===== config.mk =====
export PLATFORM = sky130hd
export DESIGN_NAME = hazard_control_unit
export DESIGN_NICKNAME = d
export VERILOG_FILES = /design/src/rtl/core_pkg.sv /design/src/rtl/sat_counter.sv /design/src/rtl/hazard_control_unit.sv
export SDC_FILE = /design/constraint.sdc
export NUM_CORES = 1
export LEC_CHECK = 0
export ABC_AREA = 1
export CAP_MARGIN = 0
export CELL_PAD_IN_SITES_DETAIL_PLACEMENT = 0
export CELL_PAD_IN_SITES_GLOBAL_PLACEMENT = 1
export CORE_MARGIN = 10
export CORE_UTILIZATION = 30
export DETAILED_ROUTE_END_ITERATION = 10
export PLACE_DENSITY_LB_ADDON = 0.2
export SLEW_MARGIN = 15
export SYNTH_ARGS = -nofsm -noshare
export SYNTH_HDL_FRONTEND = slang
export SYNTH_HIERARCHICAL = 1
export SYNTH_SLANG_ARGS = --single-unit
export TNS_END_PERCENT = 50

===== constraint.sdc =====
create_clock -name clk_i -period 1.6 [get_ports clk_i]
set_input_delay 0.16 -clock clk_i [delete_from_list [all_inputs] [get_ports clk_i]]
set_output_delay 0.16 -clock clk_i [all_outputs]
set_load 0.05 [all_outputs]

===== src/rtl/core_pkg.sv =====
// Shared core definitions: hazard FSM states and register-address constants.
package core_pkg;

  localparam int unsigned REG_ADDR_W = 5;

  // Architectural zero register; never a true data dependency.
  localparam logic [REG_ADDR_W-1:0] REG_X0 = '0;

  typedef enum logic [1:0] {
    StRun     = 2'b00,
    StMemWait = 2'b01,
    StTimeout = 2'b10
  } hazard_state_e;

endpackage


===== src/rtl/sat_counter.sv =====
// Up-counter that sticks at all-ones instead of wrapping.
module sat_counter #(
  parameter int unsigned W = 16
) (
  input  logic         clk_i,
  input  logic         rst_i,
  input  logic         inc_i,
  output logic [W-1:0] cnt_o
);

  logic [W-1:0] cnt_q, cnt_d;

  // Increment unless already saturated.
  always_comb begin
    cnt_d = cnt_q;
    if (inc_i && (cnt_q != '1)) begin
      cnt_d = cnt_q + W'(1);
    end
  end

  // Counter register with synchronous reset.
  always_ff @(posedge clk_i) begin
    if (rst_i) begin
      cnt_q <= '0;
    end else begin
      cnt_q <= cnt_d;
    end
  end

  assign cnt_o = cnt_q;

endmodule


===== src/rtl/hazard_control_unit.sv =====
// Pipeline hazard controller: memory freeze, branch flush, load-use bubble,
// saturating event counters and a data-memory watchdog.
module hazard_control_unit
  import core_pkg::*;
#(
  parameter int unsigned CNT_W   = 16,
  parameter int unsigned TIMEOUT = 255
) (
  input  logic                  clk_i,
  input  logic                  rst_i,
  input  logic [REG_ADDR_W-1:0] rs1_label_if_id_o,
  input  logic [REG_ADDR_W-1:0] rs2_label_if_id_o,
  input  logic                  uses_rs2_if_id_i,
  input  logic [REG_ADDR_W-1:0] rd_label_id_ex_o,
  input  logic                  reg_wb_en_id_ex_o,
  input  logic                  is_load_instr_ex_i,
  input  logic                  branch_taken_ex_i,
  input  logic                  dmem_busy_i,
  output logic                  pc_write_en_o,
  output logic                  if_id_write_en_o,
  output logic                  id_ex_write_en_o,
  output logic                  ex_mem_write_en_o,
  output logic                  mem_wb_write_en_o,
  output logic                  if_id_flush_o,
  output logic                  id_ex_flush_o,
  output logic                  mem_timeout_o,
  output logic [CNT_W-1:0]      stall_cnt_o,
  output logic [CNT_W-1:0]      bubble_cnt_o,
  output logic [CNT_W-1:0]      flush_cnt_o
);

  // Wide enough to hold TIMEOUT; the count sticks there once reached.
  localparam int unsigned BusyW = $clog2(TIMEOUT + 1) + 1;
  localparam logic [BusyW-1:0] BusyMax = BusyW'(TIMEOUT);

  hazard_state_e   state_q, state_d;
  logic [BusyW-1:0] busy_cnt_q, busy_cnt_d;
  logic             flush_pending_q, flush_pending_d;

  logic load_use_hit;
  logic freeze_act;
  logic flush_act;
  logic bubble_act;

  // Raw load-use dependency between the IF/ID consumer and the ID/EX load.
  always_comb begin
    load_use_hit = 1'b0;
    if (is_load_instr_ex_i && reg_wb_en_id_ex_o && (rd_label_id_ex_o != REG_X0)) begin
      if (rd_label_id_ex_o == rs1_label_if_id_o) begin
        load_use_hit = 1'b1;
      end
      if (uses_rs2_if_id_i && (rd_label_id_ex_o == rs2_label_if_id_o)) begin
        load_use_hit = 1'b1;
      end
    end
  end

  // Priority resolution: freeze > flush > load-use bubble > normal flow.
  always_comb begin
    freeze_act        = dmem_busy_i || (state_q == StTimeout);
    flush_act         = 1'b0;
    bubble_act        = 1'b0;
    pc_write_en_o     = 1'b1;
    if_id_write_en_o  = 1'b1;
    id_ex_write_en_o  = 1'b1;
    ex_mem_write_en_o = 1'b1;
    mem_wb_write_en_o = 1'b1;
    if_id_flush_o     = 1'b0;
    id_ex_flush_o     = 1'b0;

    if (freeze_act) begin
      pc_write_en_o     = 1'b0;
      if_id_write_en_o  = 1'b0;
      id_ex_write_en_o  = 1'b0;
      ex_mem_write_en_o = 1'b0;
      mem_wb_write_en_o = 1'b0;
    end else if (branch_taken_ex_i || flush_pending_q) begin
      flush_act     = 1'b1;
      if_id_flush_o = 1'b1;
      id_ex_flush_o = 1'b1;
    end else if (load_use_hit) begin
      // Hold PC and IF/ID, drop a bubble into ID/EX; the load moves on to
      // MEM so the dependent instruction sees it via MEM/WB forwarding.
      bubble_act       = 1'b1;
      pc_write_en_o    = 1'b0;
      if_id_write_en_o = 1'b0;
      id_ex_flush_o    = 1'b1;
    end
  end

  // A branch seen while frozen is remembered until it can be applied.
  always_comb begin
    flush_pending_d = flush_pending_q;
    if (freeze_act) begin
      if (branch_taken_ex_i) begin
        flush_pending_d = 1'b1;
      end
    end else begin
      flush_pending_d = 1'b0;
    end
  end

  // Watchdog FSM and consecutive-busy counter.
  always_comb begin
    state_d    = state_q;
    busy_cnt_d = '0;
    if (dmem_busy_i) begin
      busy_cnt_d = (busy_cnt_q == BusyMax) ? busy_cnt_q : busy_cnt_q + BusyW'(1);
    end

    unique case (state_q)
      StRun: begin
        if (dmem_busy_i) begin
          state_d = StMemWait;
        end
      end
      StMemWait: begin
        if (!dmem_busy_i) begin
          state_d = StRun;
        end else if (busy_cnt_q >= BusyMax) begin
          state_d = StTimeout;
        end
      end
      StTimeout: begin
        state_d = StTimeout;
      end
      default: begin
        state_d = StRun;
      end
    endcase
  end

  // State registers with synchronous reset.
  always_ff @(posedge clk_i) begin
    if (rst_i) begin
      state_q         <= StRun;
      busy_cnt_q      <= '0;
      flush_pending_q <= 1'b0;
    end else begin
      state_q         <= state_d;
      busy_cnt_q      <= busy_cnt_d;
      flush_pending_q <= flush_pending_d;
    end
  end

  assign mem_timeout_o = (state_q == StTimeout);

  sat_counter #(
    .W (CNT_W)
  ) u_stall_cnt (
    .clk_i (clk_i),
    .rst_i (rst_i),
    .inc_i (freeze_act),
    .cnt_o (stall_cnt_o)
  );

  sat_counter #(
    .W (CNT_W)
  ) u_bubble_cnt (
    .clk_i (clk_i),
    .rst_i (rst_i),
    .inc_i (bubble_act),
    .cnt_o (bubble_cnt_o)
  );

  sat_counter #(
    .W (CNT_W)
  ) u_flush_cnt (
    .clk_i (clk_i),
    .rst_i (rst_i),
    .inc_i (flush_act),
    .cnt_o (flush_cnt_o)
  );

endmodule


==> qor.txt, run 1 <==
Status - finished with violations
Violated checks - negative setup slack
Largest delay share family, worst path - simple AND/OR/NAND/NOR gates
Cells on worst reg2reg path - 13
CTS tree - built
Vias in the first global route - 3,787
Int Pwr - 0.00287 W
CTS Buf Count - 9
Simple-gate share of the synthesized area - 52.1%
Final antenna-violating net count - 0
Clk network pwr share - 46.5%
Antenna violations before repair - 0
Logic pwr share - 13.9%
Die Area - 16,900 µm²
Sw power - 0.000988 W
Cell depth of the worst setup path - 13
Clock Tree Buf Depth - 2
Post-synth EDFFs - 0
CP max FO - 4
Yosys warns - 6
CP max-delay cell - dfxtp_2
Nets - 747
Synth Area in Compound Gates - 4.79%
CP Cell Sequence - inv_2 -> nor2_4 -> nor2_4 -> buf_6 -> nand3_4 -> nor2_4 -> buf_6 -> buf_12 -> nand2_4 -> nor2_4 -> nand3_2 -> nand2_1 -> nor2_1
Critical path class - flip-flop to flip-flop
Number of synthesized register bits - 60
Hold Path Stages - 2
1st-iter DRT viols - 154
Fraction of layout cells with a size suffix above 1 - 32.3%
Total clock sinks - 60
Port buffer count - 77
Post-DP Area - 4870 µm²
Worst path most repeated cell - nor2_4
Yosys top cell area share - 33.1%
Seq/Total Area, Yosys - 33.1%
Req. time, crit path - 1.82 ns
Xor and xnor fraction of the mapped netlist area - 0.724%
F_max - 606 MHz
Leakage dissipation - 2.51 nW
Slew @ Worst Pin - 0.418 ns
First-pass GRT wire length - 17.6 mm
Clock Latency Late Sink - 0.33 ns
Die W - 130 µm
Synthesized cell area - 3630 µm²
Largest net degree at the start of global routing - 17
Clock-pin slew on the worst setup and hold paths - 0.05 ns
Wirelength, routed - 10.8 mm
Total global routing track utilization - 12.8%
CP max stage delay - 0.32 ns
IO Count - 78
RSZ-0062 raised after global routing - yes
CTS H-tree lvls - 3
Max Clock Skew - 0.00663 ns
Top cells by count, synth - nand2_1 (176), nor2_1 (123), dfxtp_1 (60)
Final WS setup - -0.0500 ns
Routed length per instance - 12.3 µm
Gpl congestion - 0.828
# rows - 40
Mean number of vias per cell - 4.54
Adder-cell share of the synthesized area - 1.72%
Synthesized Nets - 611
Most common cell in the netlist - nand2_1
Largest family of logic cells by synthesized area - simple AND/OR/NAND/NOR gates
Asr flop ratio synth - 0%
Final hold vios - 0
Crit path DAT - 1.87 ns
# diodes - 0
Worst setup EP type - flip-flop
Drt drc - 0
Core box area - 11,900 µm²
Initial core utilization - 30.5%
Top_reg_cell synth - dfxtp_1
Sw frac - 25.6%
Root buf cell - clkbuf_16
Gr ovfl total - 0
CP Buf/Inv Count - 4
HP Class - flip-flop to flip-flop
VDD IR max - 0.360 mV
P per Cell Area - 697 nW/µm²
DRT Pass-1 Iters - 4
Mapped Cells - 584
Fin crit share - 103%
Netlist cell types - 26
Max-slew violations - 0
Post-route cell area - 5540 µm²
Mux share of post-synthesis cell area - 0%
Post-DP HPWL - 8.22 mm
# hold bufs at CTS - 0
Maximum Capacitance Violations - 0
Area contributors post-synth - dfxtp_1 (33%), nand2_1 (18%), nor2_1 (13%), nand3_1 (6.1%), nor2_2 (5.9%)
Seq pwr share - 39.6%
Rel. slew slack - 72.1%
Fin crit period - 1.65 ns
Cell taking the most area after synthesis - dfxtp_1
Synth-to-Final Area Change - 52.7%
Total power - 0.00386 W
Die Y - 130 µm
Via count - 3,950
Worst setup SP type - flip-flop
Post-Synthesis Mean Instance Area - 6.21 µm²
Final setup vio count - 10
[metrics by stage]
stage | hold WS (ns) | TNS, ns | worst slack, ns | util (%) | cells
6_report | 0.471 | -0.248 | -0.0500 | 46.5 | 871
5_1_grt | 0.522 | -2.66 | -0.170 | 46.5 | 871
4_1_cts | 0.471 | -0.315 | -0.0854 | 44.0 | 864
3_5_place_dp | 0.462 | -11.19 | -0.583 | 40.9 | 843
3_3_place_gp | 0.451 | -10.02 | -0.504 | 40.9 | 843
2_1_floorplan | 0.222 | -11.39 | -0.557 | - | 584
[placed cells by master, fill, tap and decap left out, types with 12 or more instances in the layout]
master and n:
a21oi_1 27, buf_4 94, dfxtp_1 57, dlygate4sd2_1 13, inv_1 42, inv_2 12, nand2_1 166, nand3_1 30
nor2_1 116, nor2_2 25, nor2_4 24
[routing by layer]
metal	part of all wire (%)	up-vias	GRT usage [%]
met5	0	-	0
met4	1.6	0	5.36
met3	4.0	13	3.16
met2	49	46	21.6
met1	45	1790	15.1
li1	-	2101	-
[layout make-up]
type                    instances  area [µm²]
well taps                     147         184
repair buffers                134        1210
clock buffers                  13         260
multi-input cells             458        2450
clock inverters                 2        10.0
fillers                      1240        6370
inverters                      57         224
flip-flops and latches         60        1200
[state kept, by name, indices dropped and copies added, names as in the netlist]
register            flops
state_q                 2
u_stall_cnt/cnt_o      16
u_bubble_cnt/cnt_o     16
u_flush_cnt/cnt_o      16
flush_pending_q         1
busy_cnt_q              9
[power by group through the flow]
stage / combinational [W] / clock, W / sequential, W
floorplan: 0.000238 / 0 / 0.00160
global placement: 0.000498 / 0 / 0.00156
detailed placement: 0.000503 / 0 / 0.00156
CTS: 0.000535 / 0.00185 / 0.00153
global route: 0.000586 / 0.00192 / 0.00153
finish: 0.000538 / 0.00179 / 0.00153
[final timing paths]
kind                      start                     end  slack [ns]
hold / removal    busy_cnt_q[7]           busy_cnt_q[7]        0.47
setup / recovery     state_q[1]  u_bubble_cnt/cnt_o[11]       -0.05
setup reg to reg     state_q[1]  u_bubble_cnt/cnt_o[11]       -0.05
hold reg to reg   busy_cnt_q[7]           busy_cnt_q[7]        0.47
[repair_timing]
item | CTS | global route
setup buffers | 6 | 9
pin swaps | 17 | 33
resized for setup | 31 | 58
cloned | 0 | 0
setup endpoints to repair | 24 | 46
[worst min-delay path: cells and delay by family (launching register included)]
family                 cells  cell delay (ns)
AO/OA/AOI/OAI              1             0.05
buffers and inverters      1             0.05
flip-flops                 1             0.32
[cells by family (layout without fill, tap and decap cells)]
logic type	Yosys count	after routing
XOR/XNOR	3	3
buffers and inverters	66	206
AND/OR/NAND/NOR	416	416
AO/OA/AOI/OAI	34	34
flip-flops	60	60
adder cells (fa/ha/maj)	5	5
(Power assumes the default switching activity.)
==> run 2: changes to the inputs <==
- CTS_BUF_LIST: default -> sky130_fd_sc_hd__clkbuf_8
- clock period: 1.6 -> 1.3 ns (I/O delays scaled with it)
==> run 2 against run 1 <==
  * The flow still finishes with violations (negative setup slack)
  * Sequential cell count unchanged
  * Die area stayed put
  * Combinational power increased by 37%
  * Routed wire length is 3.5% higher
  * Final cell count grew 6.4%
  * Power up 8.5%
  * Critical path depth decreased by 5
  * Hold slack improved by 0.017 ns
  * Register-to-register slack got worse by 0.28 ns
  * Worst setup slack worse by 0.29 ns
  * Sequential power is 23% higher
  * Utilization increased by 8.2 points
  * Critical endpoint is now if_id_flush_o
  * Largest cell class unchanged
  * Largest power group is now registers
  * Highest routed layer unchanged
==> qor.txt, run 2 (synthesis gave the netlist of run 1 again) <==
Status - finished with violations (unchanged)
Violated checks - negative setup slack (unchanged)
Post-DP HPWL - 8.59 mm (was 8.22 mm)
Fraction of layout cells with a size suffix above 1 - 40.3% (was 32.3%)
Req. time, crit path - 1.17 ns (was 1.82 ns)
P per Cell Area - 643 nW/µm² (was 697 nW/µm²)
Gr ovfl total - 0 (unchanged)
DRT Pass-1 Iters - 4 (unchanged)
Drt drc - 0 (unchanged)
Worst setup SP type - flip-flop (unchanged)
Final setup vio count - 65 (was 10)
Wirelength, routed - 11.1 mm (was 10.8 mm)
Largest net degree at the start of global routing - 17 (unchanged)
Leakage dissipation - 2.86 nW (was 2.51 nW)
Antenna violations before repair - 1 (was 0)
Die W - 130 µm (unchanged)
Vias in the first global route - 4,204 (was 3,787)
Max Clock Skew - 0.00939 ns (was 0.00663 ns)
Worst R2R Start - state_q[1] (unchanged)
Final WS setup - -0.336 ns (was -0.0500 ns)
Mean number of vias per cell - 4.46 (was 4.54)
Critical path class - flip-flop to primary output (was flip-flop to flip-flop)
Clock Tree Buf Depth - 2 (unchanged)
Maximum Capacitance Violations - 0 (unchanged)
Slew @ Worst Pin - 0.551 ns (was 0.418 ns)
Initial core utilization - 30.5% (unchanged)
CTS tree - built (unchanged)
Via count - 4,134 (was 3,950)
Port buffer count - 77 (unchanged)
Total clock sinks - 60 (unchanged)
IO Count - 78 (unchanged)
Worst path most repeated cell - nor2_4 (unchanged)
Die Area - 16,900 µm² (unchanged)
First-pass GRT wire length - 19.0 mm (was 17.6 mm)
Total global routing track utilization - 13.9% (was 12.8%)
Core box area - 11,900 µm² (unchanged)
F_max - 611 MHz
Max-slew violations - 0 (unchanged)
Critical Path Start - state_q[1] (unchanged)
Worst setup EP type - primary output (was flip-flop)
CP max stage delay - 0.33 ns (was 0.32 ns)
Clock-pin slew on the worst setup and hold paths - 0.07 ns (was 0.05 ns)
Gpl congestion - 0.837 (was 0.828)
Synth-to-Final Area Change - 79.8% (was 52.7%)
Fin util - 54.8% (was 46.5%)
Routed length per instance - 12.0 µm (was 12.3 µm)
Clock Latency Late Sink - 0.37 ns (was 0.33 ns)
Die Y - 130 µm (unchanged)
CP max FO - 6 (was 4)
Root buf cell - clkbuf_8 (was clkbuf_16)
HP Class - flip-flop to flip-flop (unchanged)
Commonest non-fill, non-tap cell in the layout - nand2_1 (unchanged)
CTS H-tree lvls - 3 (unchanged)
Commonest cells after routing, fill and taps aside - nand2_1 (161), nor2_1 (109), buf_4 (99) (was nand2_1 (166), nor2_1 (116), buf_4 (94))
Fin crit period - 1.64 ns
Hold Crit Start - busy_cnt_q[6] (was busy_cnt_q[7])
Final antenna-violating net count - 0 (unchanged)
CP max-delay cell - dfxtp_2 (unchanged)
VDD IR max - 0.420 mV (was 0.360 mV)
Final hold vios - 0 (unchanged)
Fill count - 1,158 (was 1,240)
CTS Buf Count - 9 (unchanged)
RSZ-0062 raised after global routing - yes (unchanged)
Total power - 0.00419 W (was 0.00386 W)
CP Cell Sequence - inv_2 -> nor2_4 -> nor2_4 -> inv_2 -> nor2_4 -> buf_6 -> buf_6 -> buf_12 (was inv_2 -> nor2_4 -> nor2_4 -> buf_6 -> nand3_4 -> nor2_4 -> buf_6 -> buf_12 -> nand2_4 -> nor2_4 -> nand3_2 -> nand2_1 -> nor2_1)
Crit path DAT - 1.51 ns (was 1.87 ns)
# rows - 40 (unchanged)
Rel. slew slack - 63.2% (was 72.1%)
Fin crit share - 126%
Nets - 801 (was 747)
Minimum setup slack after placement - -0.843 ns (was -0.583 ns)
1st-iter DRT viols - 177 (was 154)
[run 2: changes by cell type in the layout (fill, tap and decap cells not counted), moves of 5 or more]
cell,change
nor2_1,-7
clkbuf_16,-9
inv_1,-5
nand2_2,+5
nand2_1,-5
buf_4,+5
inv_2,+5
dlygate4sd2_1,-8
clkdlybuf4s50_1,+7
clkbuf_8,+7
buf_12,+46
[run 2: critical path: cells and delay by family (launching register included)]
kind	cells	cell delay, ns
flops	1	0.33
buf+inv	5	0.50
simple gates	3	0.30
[run 2: what timing repair did]
| action | 4_1_cts | 5_1_grt |
|---|---|---|
| gates cloned | 0 | 0 |
| hold buffers | 0 | 0 |
| endpoints found under the setup margin | 66 | 67 |
| setup buffers | 12 | 2 |
| pin swaps | 41 | 32 |
| resized for setup | 64 | 46 |
[run 2: worst paths after layout]
| kind | endpoint | slack, ns | depth (start not counted) |
|---|---|---|---|
| hold / removal | busy_cnt_q[6] | 0.49 | 2 |
| setup / recovery | if_id_flush_o | -0.34 | 8 |
| hold reg to reg | busy_cnt_q[6] | 0.49 | 2 |
| setup reg to reg | u_stall_cnt/cnt_o[13] | -0.33 | 12 |
[run 2: power by group]
part	total, W	leakage [nW]	switching [W]	internal (W)
combinational	0.000737	2.29	0.000387	0.000350
sequential	0.00188	0.488	0.0000162	0.00186
clock	0.00158	0.0814	0.000883	0.000695
[run 2: area by class of cell]
cell class | instances | area [µm²] | area share, %
sequential | 60 | 1210 | 18.5
clock inverter | 7 | 53.8 | 0.825
antenna | 1 | 2.50 | 0.0384
multi-input combinational | 458 | 2520 | 38.6
inverter | 57 | 224 | 3.43
clock buffer | 9 | 124 | 1.90
timing repair buffer | 188 | 2210 | 33.9
tap | 147 | 184 | 2.82
[run 2: stage by stage]
step | hold slack, ns | area, µm² | TNS, ns | instances
floorplan | 0.192 | 3700 | -26.78 | 584
global placement | 0.455 | 5880 | -24.93 | 898
detailed placement | 0.459 | 5880 | -27.62 | 898
CTS | 0.482 | 6350 | -13.44 | 926
global route | 0.518 | 6520 | -19.67 | 926
finish | 0.488 | 6520 | -12.25 | 927
[run 2: routing by layer]
| metal | up-vias | wire, µm | share of wire, % | track usage [%] |
|---|---|---|---|---|
| li1 | 2208 | - | - | - |
| met1 | 1851 | 4740 | 43 | 15.3 |
| met2 | 56 | 5620 | 50 | 24.3 |
| met3 | 19 | 537 | 4.8 | 3.98 |
| met4 | 0 | 230 | 2.1 | 6.22 |
| met5 | - | 0 | 0 | 0 |
==> run 3: changes to the inputs <==
- TNS_END_PERCENT: 50 -> 30
==> run 3 against run 2 <==
  * The run still ends with negative setup slack left
  * Sequential power barely moved
  * Highest routed layer unchanged
  * Sequential cell count unchanged
  * Via count up 2.0%
  * Largest power group unchanged
  * Power shrank 1.2%
  * First-iteration DRC count is 2.8% higher
  * Critical path depth increased by 5
  * Routed wire length is 1.3% higher
  * Largest cell class unchanged
==> qor.txt, run 3 (synthesis gave the netlist of run 1 again) <==
CTS Buf Count - 9 (unchanged)
Slew @ Worst Pin - 0.548 ns (was 0.551 ns)
Total clock sinks - 60 (unchanged)
Clock Latency Late Sink - 0.36 ns (was 0.37 ns)
Minimum setup slack after placement - -0.963 ns (was -0.843 ns)
Status - finished with violations (unchanged)
Crit path DAT - 1.92 ns (was 1.51 ns)
Hold WS - 0.473 ns (was 0.488 ns)
Req. time, crit path - 1.56 ns (was 1.17 ns)
Synth-to-Final Area Change - 79.9% (was 79.8%)
Vias in the first global route - 4,096 (was 4,204)
Fraction of layout cells with a size suffix above 1 - 39.8% (was 40.3%)
P per Cell Area - 634 nW/µm² (was 643 nW/µm²)
Worst R2R End - u_bubble_cnt/cnt_o[11] (was u_stall_cnt/cnt_o[13])
Worst R2R Start - state_q[1] (unchanged)
Fin crit share - 128% (was 126%)
Die Y - 130 µm (unchanged)
Fin crit period - 1.67 ns (was 1.64 ns)
VDD IR max - 0.633 mV (was 0.420 mV)
Total power - 0.00414 W (was 0.00419 W)
Max Clock Skew - 0.00799 ns (was 0.00939 ns)
Hold Crit Start - busy_cnt_q[6] (unchanged)
Largest net degree at the start of global routing - 17 (unchanged)
Total global routing track utilization - 13.6% (was 13.9%)
Mean number of vias per cell - 4.51 (was 4.46)
Root buf cell - clkbuf_8 (unchanged)
IO Count - 78 (unchanged)
Cells on worst reg2reg path - 13 (was 12)
Commonest cells after routing, fill and taps aside - nand2_1 (164), nor2_1 (112), buf_4 (109) (was nand2_1 (161), nor2_1 (109), buf_4 (99))
# rows - 40 (unchanged)
Initial core utilization - 30.5% (unchanged)
Die Area - 16,900 µm² (unchanged)
Fin util - 54.8% (about the same)
Final antenna-violating net count - 0 (unchanged)
Die W - 130 µm (unchanged)
Final WS setup - -0.368 ns (was -0.336 ns)
Violated checks - negative setup slack (unchanged)
Antenna violations before repair - 0 (was 1)
Reg2Reg Setup Slack - -0.37 ns (was -0.33 ns)
Nets - 811 (was 801)
Max-slew violations - 0 (unchanged)
Gpl congestion - 0.857 (was 0.837)
Maximum Capacitance Violations - 0 (unchanged)
Fill count - 1,167 (was 1,158)
# diodes - 0 (was 1)
CTS tree - built (unchanged)
Via count - 4,215 (was 4,134)
GRT met1 Usage - 14.2% (was 15.3%)
Hold Path Stages - 2 (unchanged)
Worst setup EP type - flip-flop (was primary output)
Clock-pin slew on the worst setup and hold paths - 0.07 ns (about the same)
Hold path endpoint - busy_cnt_q[6] (unchanged)
Leakage dissipation - 2.86 nW (about the same)
Drt drc - 0 (unchanged)
DRT Pass-1 Iters - 4 (unchanged)
Port buffer count - 77 (unchanged)
Routed length per instance - 12.1 µm (was 12.0 µm)
RSZ-0062 raised after global routing - yes (unchanged)
Gr ovfl total - 0 (unchanged)
Post-DP HPWL - 8.80 mm (was 8.59 mm)
Global routing usage on met2 - 24.7% (was 24.3%)
Final setup vio count - 65 (unchanged)
Top Usage Layer GRT - met2 (unchanged)
Rel. slew slack - 63.4% (was 63.2%)
Clock Tree Buf Depth - 2 (unchanged)
# hold bufs at CTS - 0 (unchanged)
Wirelength, routed - 11.3 mm (was 11.1 mm)
CP max FO - 5 (was 6)
Commonest non-fill, non-tap cell in the layout - nand2_1 (unchanged)
Core box area - 11,900 µm² (unchanged)
HP Class - flip-flop to flip-flop (unchanged)
Final hold vios - 0 (unchanged)
CTS H-tree lvls - 3 (unchanged)
Post-DP Area - 5920 µm² (was 5880 µm²)
Critical path class - flip-flop to flip-flop (was flip-flop to primary output)
1st-iter DRT viols - 182 (was 177)
Post-route cell area - 6530 µm² (was 6520 µm²)
First-pass GRT wire length - 18.5 mm (was 19.0 mm)
Met3 global-route usage - 4.91% (was 3.98%)
F_max - 599 MHz (was 611 MHz)
Worst setup SP type - flip-flop (unchanged)
## run 3: critical path, stage by stage (launching register included)
cell     delay [ns]
dfxtp_2        0.33
inv_2          0.06
nor2_4         0.04
nor2_4         0.13
buf_6          0.13
nand3_4        0.07
nor2_4         0.19
buf_4          0.15
buf_6          0.08
nand2_2        0.07
nor2_4         0.13
nand3_1        0.07
nand2_1        0.07
nor2_1         0.04
## run 3: how the worst max path moves through the flow
stage,slack (ns),to,from,depth (start not counted)
after floorplan,-0.86,u_flush_cnt/cnt_o[13],state_q[1],12
after global placement,-0.86,u_bubble_cnt/cnt_o[13],rd_label_id_ex_o[1],15
after detailed placement,-0.96,u_bubble_cnt/cnt_o[13],rd_label_id_ex_o[0],15
after CTS,-0.38,u_bubble_cnt/cnt_o[13],state_q[1],12
after global routing,-0.55,u_bubble_cnt/cnt_o[13],state_q[1],12
final,-0.37,u_bubble_cnt/cnt_o[11],state_q[1],13
## run 3: layout make-up
type | instances | area [µm²] | area share (%)
clock buffer | 11 | 151 | 2.32
sequential | 60 | 1210 | 18.5
clock inverter | 4 | 17.5 | 0.268
tap | 147 | 184 | 2.82
multi-input combinational | 458 | 2470 | 37.8
inverter | 57 | 224 | 3.43
timing repair buffer | 198 | 2270 | 34.8
## run 3: stage by stage
stage,setup TNS (ns),std cells
after CTS,-11.15,931
after floorplan,-27.08,584
after global routing,-20.41,935
after global placement,-24.40,907
final,-12.02,935
after detailed placement,-26.58,907
## run 3: timing repair
action                     CTS  global route
cloned                       0             0
setup endpoints to repair   67            67
gates resized for setup     60            54
buffers inserted             9             5
pin swaps                   25            25
## run 3: per-layer routing
layer,wire length (µm),share of wire (%)
met5,0,0
met4,128,1.1
met3,513,4.5
met2,5980,53
met1,4660,41
## run 3: report_power, final
part,total [W],switching (W),leakage (nW),internal (W)
registers,0.00188,0.0000194,0.487,0.00186
logic,0.000731,0.000386,2.27,0.000345
clock network,0.00153,0.000762,0.0976,0.000765
